--- src/rtl/dram_arbiter.sv ---
// Two-master arbiter for the single-port data RAM: one transaction at a time,
// round-robin or fixed priority, with a data-memory window check on every address.
module dram_arbiter #(
    parameter logic [31:0] BASE_ADDR = 32'h8000_0000,
    parameter int          DEPTH     = 2048,
    parameter int          AW        = 11,
    parameter int          RD_LAT    = 1,
    parameter bit          FIXED_PRI = 1'b0
) (
    input  logic          clk,
    input  logic          rst,
    input  logic          m0_req,
    input  logic          m0_we,
    input  logic [3:0]    m0_sel,
    input  logic [31:0]   m0_addr,
    input  logic [31:0]   m0_wdata,
    output logic          m0_gnt,
    output logic          m0_rvalid,
    output logic [31:0]   m0_rdata,
    output logic          m0_err,
    input  logic          m1_req,
    input  logic          m1_we,
    input  logic [3:0]    m1_sel,
    input  logic [31:0]   m1_addr,
    input  logic [31:0]   m1_wdata,
    output logic          m1_gnt,
    output logic          m1_rvalid,
    output logic [31:0]   m1_rdata,
    output logic          m1_err,
    output logic          ram_ce,
    output logic          ram_we,
    output logic [3:0]    ram_sel,
    output logic [AW-1:0] ram_addr,
    output logic [31:0]   ram_wdata,
    input  logic [31:0]   ram_rdata
);

    localparam logic [32:0] WIN_BYTES = 33'(DEPTH) << 2;
    localparam int          CW        = 3;

    typedef enum logic [1:0] {IDLE, CMD, RWAIT, RESP} state_t;

    state_t        state;
    logic          last;
    logic          cur;
    logic          cur_rd;
    logic [CW-1:0] lat_cnt;

    logic          pick;
    logic          sel_we;
    logic [3:0]    sel_sel;
    logic [31:0]   sel_addr;
    logic [31:0]   sel_wdata;
    logic [31:0]   offset;
    logic          in_range;

    // Winner selection and window check on the live request fields (used only in IDLE).
    always_comb begin
        if (m0_req && m1_req)
            pick = FIXED_PRI ? 1'b0 : ~last;
        else
            pick = ~m0_req;
        sel_we    = pick ? m1_we    : m0_we;
        sel_sel   = pick ? m1_sel   : m0_sel;
        sel_addr  = pick ? m1_addr  : m0_addr;
        sel_wdata = pick ? m1_wdata : m0_wdata;
        offset    = sel_addr - BASE_ADDR;
        in_range  = (sel_addr >= BASE_ADDR) && ({1'b0, offset} < WIN_BYTES);
    end

    // Outputs are loaded on the edge entering a state so they are visible during it.
    always_ff @(posedge clk) begin
        if (rst) begin
            state     <= IDLE;
            last      <= 1'b1;
            cur       <= 1'b0;
            cur_rd    <= 1'b0;
            lat_cnt   <= '0;
            m0_gnt    <= 1'b0;
            m0_rvalid <= 1'b0;
            m0_rdata  <= '0;
            m0_err    <= 1'b0;
            m1_gnt    <= 1'b0;
            m1_rvalid <= 1'b0;
            m1_rdata  <= '0;
            m1_err    <= 1'b0;
            ram_ce    <= 1'b0;
            ram_we    <= 1'b0;
            ram_sel   <= '0;
            ram_addr  <= '0;
            ram_wdata <= '0;
        end else begin
            m0_gnt    <= 1'b0;
            m1_gnt    <= 1'b0;
            m0_err    <= 1'b0;
            m1_err    <= 1'b0;
            m0_rvalid <= 1'b0;
            m1_rvalid <= 1'b0;
            ram_ce    <= 1'b0;
            ram_we    <= 1'b0;
            unique case (state)
                IDLE: begin
                    if (m0_req || m1_req) begin
                        cur       <= pick;
                        last      <= pick;
                        cur_rd    <= in_range && !sel_we;
                        ram_ce    <= in_range;
                        ram_we    <= in_range && sel_we;
                        ram_sel   <= sel_sel;
                        ram_addr  <= offset[AW+1:2];
                        ram_wdata <= sel_wdata;
                        m0_gnt    <= !pick;
                        m1_gnt    <= pick;
                        m0_err    <= !pick && !in_range;
                        m1_err    <= pick && !in_range;
                        state     <= CMD;
                    end
                end
                CMD: begin
                    lat_cnt <= CW'(RD_LAT - 1);
                    state   <= cur_rd ? RWAIT : IDLE;
                end
                RWAIT: begin
                    if (lat_cnt == '0) begin
                        if (cur) begin
                            m1_rdata  <= ram_rdata;
                            m1_rvalid <= 1'b1;
                        end else begin
                            m0_rdata  <= ram_rdata;
                            m0_rvalid <= 1'b1;
                        end
                        state <= RESP;
                    end else begin
                        lat_cnt <= lat_cnt - 3'd1;
                    end
                end
                RESP: state <= IDLE;
                default: state <= IDLE;
            endcase
        end
    end

endmodule

--- config.mk ---
export PLATFORM = sky130hd
export DESIGN_NAME = dram_arbiter
export DESIGN_NICKNAME = d
export VERILOG_FILES = /design/src/rtl/dram_arbiter.sv
export SDC_FILE = /design/constraint.sdc
export NUM_CORES = 1
export LEC_CHECK = 0
export CORE_AREA = 2 2 115 117
export CTS_CLUSTER_DIAMETER = 200
export DETAILED_ROUTE_END_ITERATION = 8
export DIE_AREA = 0 0 117 119
export GPL_ROUTABILITY_DRIVEN = 0
export PLACE_DENSITY = 0.83
export SLEW_MARGIN = 15
export SYNTH_ARGS = -nofsm -noshare
export SYNTH_HDL_FRONTEND = slang
export SYNTH_SLANG_ARGS = --single-unit
export TNS_END_PERCENT = 5
--- constraint.sdc ---
create_clock -name clk -period 2.14 [get_ports clk]
set_input_delay 0.214 -clock clk [delete_from_list [all_inputs] [get_ports clk]]
set_output_delay 0.214 -clock clk [all_outputs]
set_load 0.05 [all_outputs]
# ---- Word-level counts from Yosys, hierarchy flattened
# Cells that the tools add are included.
dict set report totals {
  regBits 127
}
dict set report op_classes {
  n_reduce_logical 20
  n_bitwise 7
  mux 13
  n_eq_ne 6
  n_lt_le_gt_ge 2
  add_sub_neg 2
}
# op n
set op_table {}
lappend op_table {{$mux W32} 2}
lappend op_table {{$ge A32 B32 Y1 const B} 1}
lappend op_table {{$lt A32 B14 Y1 const B} 1}
lappend op_table {{$sub A32 B32 Y32 const B} 1}
lappend op_table {{$pmux W2 S4} 1}
lappend op_table {{$not A1 Y1} 7}
lappend op_table {{$logic_and A1 B1 Y1} 6}
lappend op_table {{$mux W2} 3}
lappend op_table {{$ne A2 B2 Y1 const B} 3}
lappend op_table {{$pmux W3 S2} 1}
lappend op_table {{$reduce_and A2 Y1} 3}
lappend op_table {{$reduce_and A3 Y1} 2}
lappend op_table {{$reduce_or A3 Y1} 2}
lappend op_table {{$eq A2 B2 Y1 const B} 2}
lappend op_table {{$mux W1} 4}
lappend op_table {{$mux W4} 1}
lappend op_table {{$logic_not A1 Y1} 3}
lappend op_table {{$logic_not A3 Y1} 1}
lappend op_table {{$mux W3} 1}
lappend op_table {{$sub A3 B1 Y3 const B} 1}
lappend op_table {{$eq A2 B1 Y1 const B} 1}
lappend op_table {{$logic_not A2 Y1} 1}
lappend op_table {{$reduce_bool A2 Y1} 1}
lappend op_table {{$logic_or A1 B1 Y1} 1}

# ---- Longest topological paths before layout
# Gate-level depths: netlist of run 1.
dict set report logic_depth {
  depth_word 8
  depth_mapped 7
  depth_no_buf 7
}

# ---- Worst setup path after synthesis of run 1
# No wires, ideal clock.
dict set report synth_timing {
  path_type {flip-flop to flip-flop}
  start {register lat_cnt[0]}
  end {register m0_rdata[0]}
  t_arrival_ns 1.316
  period_less_slack_ns 1.386
  slack_ns 0.754
  required_ns 2.069
  path_stages_with_launch 7
  path_cell_list {dfxtp_1 -> inv_1 -> ha_1 -> nand4_1 -> clkbuf_1 -> nand2_1 -> a21oi_1}
}
dict set report synth_via {
  elab_chain_len 2
}
# element line
set synth_rtl {}
lappend synth_rtl {{start, declared} 47} ;# logic [CW-1:0] lat_cnt;
lappend synth_rtl {{start signal, assigned} 120} ;# lat_cnt <= CW'(RD_LAT - 1);
lappend synth_rtl {{start signal, assigned} 134} ;# lat_cnt <= lat_cnt - 3'd1;
lappend synth_rtl {{$logic_not A3 Y1} 124} ;# if (lat_cnt == '0) begin
lappend synth_rtl {{$reduce_and A3 Y1 (no source line)} -}
lappend synth_rtl {{end signal, assigned} 129} ;# m0_rdata <= ram_rdata;
lappend synth_rtl {{end, declared} 19} ;# output logic [31:0] m0_rdata,
# Every way passes these cells.
# A chain may end at the register's enable or synchronous reset.

# ---- Worst setup path in the final report of run 1
dict set report layout_timing {
  start {register ram_wdata[29]}
  end {output ram_wdata[29]}
}
# element line
set layout_lines {}
lappend layout_lines {{start, declared} 34} ;# output logic [31:0] ram_wdata,
lappend layout_lines {{start signal, assigned} 111} ;# ram_wdata <= sel_wdata;
# No word-level cell between the ends.

==> results of run 1 <==
==> cells by family (layout without fill, tap and decap cells) <==
logic type / count (synthesis) / in the layout / synth area share (%)
muxes: 49 / 49 / 9.89
adders and majority gates: 2 / 2 / 0.502
and+or+nand+nor: 220 / 220 / 18.4
AOI/OAI and AO/OA: 125 / 125 / 15.6
DFF: 127 / 127 / 51.0
buffers and inverters: 49 / 339 / 4.64
==> how the worst max path moves through the flow <==
stage,endpoint,cells after the start,start
3_3_place_gp,cur_rd,6,m1_req
4_1_cts,ram_wdata[29],1,ram_wdata[29]
2_1_floorplan,m0_rdata[0],6,lat_cnt[0]
3_5_place_dp,cur_rd,6,m1_req
5_1_grt,ram_sel[3],1,ram_sel[3]
6_report,ram_wdata[29],1,ram_wdata[29]
==> cell usage after synthesis, drive strengths merged, types with 2 or more instances <==
cell / n
dfxtp: 127
nand3b: 2
nor2: 60
inv: 5
a22oi: 2
ha: 2
clkbuf: 20
mux2i: 47
nand4: 2
nor4: 7
a211oi: 49
and2: 2
o21ai: 2
nor3: 4
buf: 24
nor4b: 3
nand2: 134
nor2b: 2
a21oi: 66
mux2: 2
==> power by group <==
| group | switching [mW] | internal (mW) |
|---|---|---|
| combinational | 0.647 | 0.583 |
| sequential | 0.0525 | 2.47 |
| clock | 1.07 | 1.77 |
| total | 1.77 | 4.82 |
==> cells in the final DEF, fill, tap and decap left out, drive strengths merged, types with 3 or more instances in the layout <==
cell,count
clkdlybuf4s50,287
nand2,134
dfxtp,127
a21oi,66
nor2,60
a211oi,49
mux2i,47
clkbuf,19
buf,15
nor4,7
inv,7
clkinv,5
nor3,4
clkinvlp,4
nor4b,3
==> registers in the layout (all words and copies together) (netlist names), 3 cells and up, named ones only <==
name and flops:
m0_rdata 32, ram_wdata 32, lat_cnt 3, m1_rdata 32, ram_sel 4, ram_addr 11
==> per-stage QoR <==
step | hold slack [ps] | cells | instance area, um2 | util (%) | setup WS (ps)
after global placement | 441 | 1006 | 8080 | 62.8 | 220
after detailed placement | 445 | 1006 | 8080 | 62.8 | 187
after floorplan | 350 | 572 | 4980 | - | 754
after global routing | 373 | 1038 | 8670 | 67.4 | 260
final | 340 | 1038 | 8670 | 67.4 | 314
after CTS | 314 | 1038 | 8670 | 67.4 | 275
==> layer usage <==
| layer | share of wire, % | vias up | GRT usage [%] |
|---|---|---|---|
| met4 | 1.8 | 0 | 7.65 |
| met5 | 0 | - | 0 |
| met2 | 51 | 226 | 39.9 |
| met1 | 37 | 2264 | 22.5 |
| met3 | 10 | 24 | 9.16 |
| li1 | - | 2522 | - |
==> layout make-up <==
type	count	area, um2	share of cell area [%]
Clock buffer	19	453	5.22
Sequential cell	127	2540	29.3
Timing Repair Buffer	302	3070	35.4
Multi-Input combinational cell	396	2230	25.7
Tap cell	176	220	2.54
Clock inverter	13	136	1.57
Inverter	5	18.8	0.216
==> results.sh, run 1 <==
export IMPL_status="complete, no violations"
export IMPL_totalPowerFinal_mw=6.59
export IMPL_crit_path_start_kind="register"
export IMPL_wl_um=15300
export IMPL_drt_iter0_markers=280
export IMPL_max_cap_violations=0
export IMPL_synth_edf_count=0
export IMPL_yosysUniqueCellTypes=34
export IMPL_die_area_mm2=0.0139
export IMPL_tns_ps=0
export IMPL_syn_nets=748
export IMPL_hold_viol=0
export IMPL_setup_viol=0
export IMPL_period_share_pct=85.3
export IMPL_crit_slowest_cell="clkdlybuf4s50_1"
export IMPL_ys_warn_count=0
export IMPL_worst_pin_slew_ps=669
export IMPL_diodes=0
export IMPL_ys_ff_latch=127
export IMPL_drv_slew=0
export IMPL_clock_sinks=127
export IMPL_drive_gt1_share_pct=6.73
export IMPL_crit_path_cell_trace="clkdlybuf4s50_1"
export IMPL_avgSynthCellArea_um2=8.71
export IMPL_cts_resized=0
export IMPL_ys_flop_type="dfxtp_1"
export IMPL_cts_tree="yes"
export IMPL_whs_endpoint="lat_cnt[0]"
export IMPL_timing_fmax_ghz=0.548
export IMPL_yosysSeqAreaShare_pct=51.0
export IMPL_area_growth_synth_to_final_pct=74.0
export IMPL_endpoint_kind="output port"
export IMPL_ctsLongestPathBuffers=2
export IMPL_skew_ps=7.65
export IMPL_hp_start="rst"
export IMPL_relSlewSlack_pct=55.4
export IMPL_via_per_inst=4.85
export IMPL_r2r_start="state[0]"
export IMPL_syn_area_mm2=0.00498
export IMPL_crit_buf_inv=1
export IMPL_root_buffer="clkbuf_16"
export IMPL_timing_worst_setup_path_type="reg -> out"
export IMPL_async_flop_share_pct=0
export IMPL_post_cts_buffers=0
export IMPL_critPathTopFamily="buffers and inverters"
export IMPL_ir_drop_v=0.000385
export IMPL_fill_cells=1010
export IMPL_pin_count=293
export IMPL_cts_made_buffers=17
export IMPL_antenna_left=0
export IMPL_p_per_area_mw_per_mm2=760
export IMPL_synth_cells=572
export IMPL_numPortBuffers=288
export IMPL_layout_min_cycle_time_ps=1830
export IMPL_rr_endpoint="m1_rdata[27]"
export IMPL_worst_ep_arrival_time_ps=1610
export IMPL_vias=5036
export IMPL_worstSkewPairLatency_ps=410
export IMPL_rsz0062_at_grt="false"
export IMPL_rows=42
export IMPL_initial_core_util_pct=38.7
export IMPL_cts_hold_buf=0
export IMPL_dieWidth_um=117
export IMPL_grt_pass1_vias=4916
export IMPL_crit_required_ps=1930
export IMPL_grt_usage_pct=22.1
export IMPL_synth_top_area_share_pct=51.0
export IMPL_firstDrtPassIters=5
export IMPL_min_path_type="in -> reg"
export IMPL_grt_max_degree=59
export IMPL_globalRouteOverflowTotal=0
export IMPL_antenna_found_initial=0
export IMPL_nNetsFinal=1025
export IMPL_synth_area_leader_cell="dfxtp_1"
export IMPL_synth_area_leaders="dfxtp_1 (51%), nand2_1 (10%), mux2i_1 (9.4%)"
export IMPL_die_h_um=119
export IMPL_drc=0
export IMPL_ff2ff_setup_slack_ps=520
export IMPL_r2r_cells=6
export IMPL_grt_pass1_wl_um=23800
export IMPL_hpwlAfterDp_um=11400
export IMPL_drt_wirelength_per_cell_um=14.8
export IMPL_core_mm2=0.0129
export IMPL_cts_max_level=4
export IMPL_clk_pin_slew_ps=60
export IMPL_cp_max_fo=2
export IMPL_leakage_nw=3.20
export IMPL_holdPathStages=2
export IMPL_max_stage_delay_ps=860
(Power assumes the default switching activity.)
==> run 2: changes to the inputs <==
Settings changed: CTS_CLUSTER_SIZE set to 10, RECOVER_POWER set to 25.
==> results.sh, run 2 (synthesis results as in run 1) <==
export IMPL_status="complete, no violations"
export IMPL_wl_um=15300
export IMPL_max_stage_delay_ps=860
export IMPL_drt_iter0_markers=274
export IMPL_setup_viol=0
export IMPL_via_per_inst=4.85
export IMPL_firstDrtPassIters=4
export IMPL_grt_max_degree=59
export IMPL_timing_fmax_ghz=0.547
export IMPL_antenna_found_initial=0
export IMPL_hpwlAfterDp_um=11400
export IMPL_timing_worst_setup_path_type="reg -> out"
export IMPL_vias=5033
export IMPL_multi_input_area_mm2=0.00222
export IMPL_skew_ps=7.65
export IMPL_root_buffer="clkbuf_16"
export IMPL_critPathTopFamily="buffers and inverters"
export IMPL_grt_pass1_wl_um=23800
export IMPL_drt_wirelength_per_cell_um=14.8
export IMPL_worst_pin_slew_ps=739
export IMPL_nNetsFinal=1025
export IMPL_area_growth_synth_to_final_pct=73.7
export IMPL_cp_max_fo=2
export IMPL_finish_instance_area_mm2=0.00866
export IMPL_die_area_mm2=0.0139
export IMPL_core_mm2=0.0129
export IMPL_tns_ps=0
export IMPL_endpoint_kind="output port"
export IMPL_period_share_pct=85.4
export IMPL_die_h_um=119
export IMPL_grt_usage_pct=22.1
export IMPL_crit_path_cell_trace="clkdlybuf4s50_1"
export IMPL_pin_count=293
export IMPL_placed_area_mm2=0.00808
export IMPL_clock_sinks=127
export IMPL_r2r_cells=6
export IMPL_ir_drop_v=0.000384
export IMPL_biggestRegsByFlops="m0_rdata: 32 flops, m1_rdata: 32 flops, ram_wdata: 32 flops"
export IMPL_globalRouteOverflowTotal=0
export IMPL_antenna_left=0
export IMPL_drive_gt1_share_pct=6.50
export IMPL_layout_commonest_cell="clkdlybuf4s50_1"
export IMPL_dieWidth_um=117
export IMPL_cp_depth=1
export IMPL_fill_cells=1014
export IMPL_crit_required_ps=1930
export IMPL_relSlewSlack_pct=50.7
export IMPL_max_cap_violations=0
export IMPL_drv_slew=0
export IMPL_cts_made_buffers=17
export IMPL_grt_pass1_vias=4916
export IMPL_post_cts_buffers=0
export IMPL_diodes=0
export IMPL_clk_pin_slew_ps=60
export IMPL_layout_min_cycle_time_ps=1830
export IMPL_cts_tree="yes"
export IMPL_rsz0062_at_grt="false"
export IMPL_crit_slowest_cell="clkdlybuf4s50_1"
export IMPL_leakage_nw=3.20
export IMPL_min_path_type="in -> reg"
export IMPL_hold_viol=0
export IMPL_p_per_area_mw_per_mm2=761
export IMPL_totalPowerFinal_mw=6.59
export IMPL_worst_ep_arrival_time_ps=1610
export IMPL_crit_buf_inv=1
export IMPL_holdPathStages=2
export IMPL_final_cell_mix="clkdlybuf4s50_1 (286), nand2_1 (134), dfxtp_1 (127), a21oi_1 (66), nor2_1 (57)"
export IMPL_drc=0
export IMPL_rows=42
export IMPL_initial_core_util_pct=38.7
export IMPL_worstSkewPairLatency_ps=410
export IMPL_ctsLongestPathBuffers=2
export IMPL_seqCellArea_mm2=0.00254
export IMPL_cts_max_level=4
export IMPL_crit_path_start_kind="register"
export IMPL_cts_hold_buf=0
export IMPL_cts_resized=0
export IMPL_numPortBuffers=288
## run 2: final cells by class
cell class / instances / area share (%)
clock inverters: 13 / 1.58
multi-input cells: 396 / 25.7
inverters: 5 / 0.217
well taps: 176 / 2.54
repair buffers: 302 / 35.4
clock buffers: 19 / 5.23
flip-flops and latches: 127 / 29.4
## run 2: worst register-to-register path, stage by stage, from the launching register on
cell and delay (ps):
dfxtp_1 370, inv_1 70, ha_1 250, nand4_1 110, clkbuf_2 590, nand2_1 170, a21oi_1 190
## run 2: final timing paths
kind	end	slack, ps	startpoint
worst max-delay path	ram_wdata[29]	310	ram_wdata[29]
worst min-delay path	lat_cnt[0]	340	rst
worst min register to register	m1_rdata[1]	450	m1_rdata[1]
worst max register to register	m1_rdata[29]	320	lat_cnt[0]
## run 2: per-layer routing
metal  part of all wire [%]  vias up  global-route usage (%)
met2                     51      227                    39.9
met5                      0        -                       0
li1                       -     2521                       -
met4                    1.8        0                    7.65
met1                     37     2261                    22.5
met3                     10       24                    9.16
## run 2: power breakdown
group,total (mW),leakage (nW),switching [mW],internal (mW)
clock,2.84,0.282,1.07,1.77
combinational,1.23,1.88,0.646,0.579
sequential,2.52,1.04,0.0527,2.47
total,6.59,3.20,1.76,4.82
## run 2: stage by stage
step	utilization (%)	hold WS, ps	cells	setup WS, ps
4_1_cts	67.4	314	1038	275
5_1_grt	67.2	373	1038	138
3_5_place_dp	62.8	445	1006	187
3_3_place_gp	62.8	441	1006	220
2_1_floorplan	-	350	572	754
6_report	67.2	336	1038	313
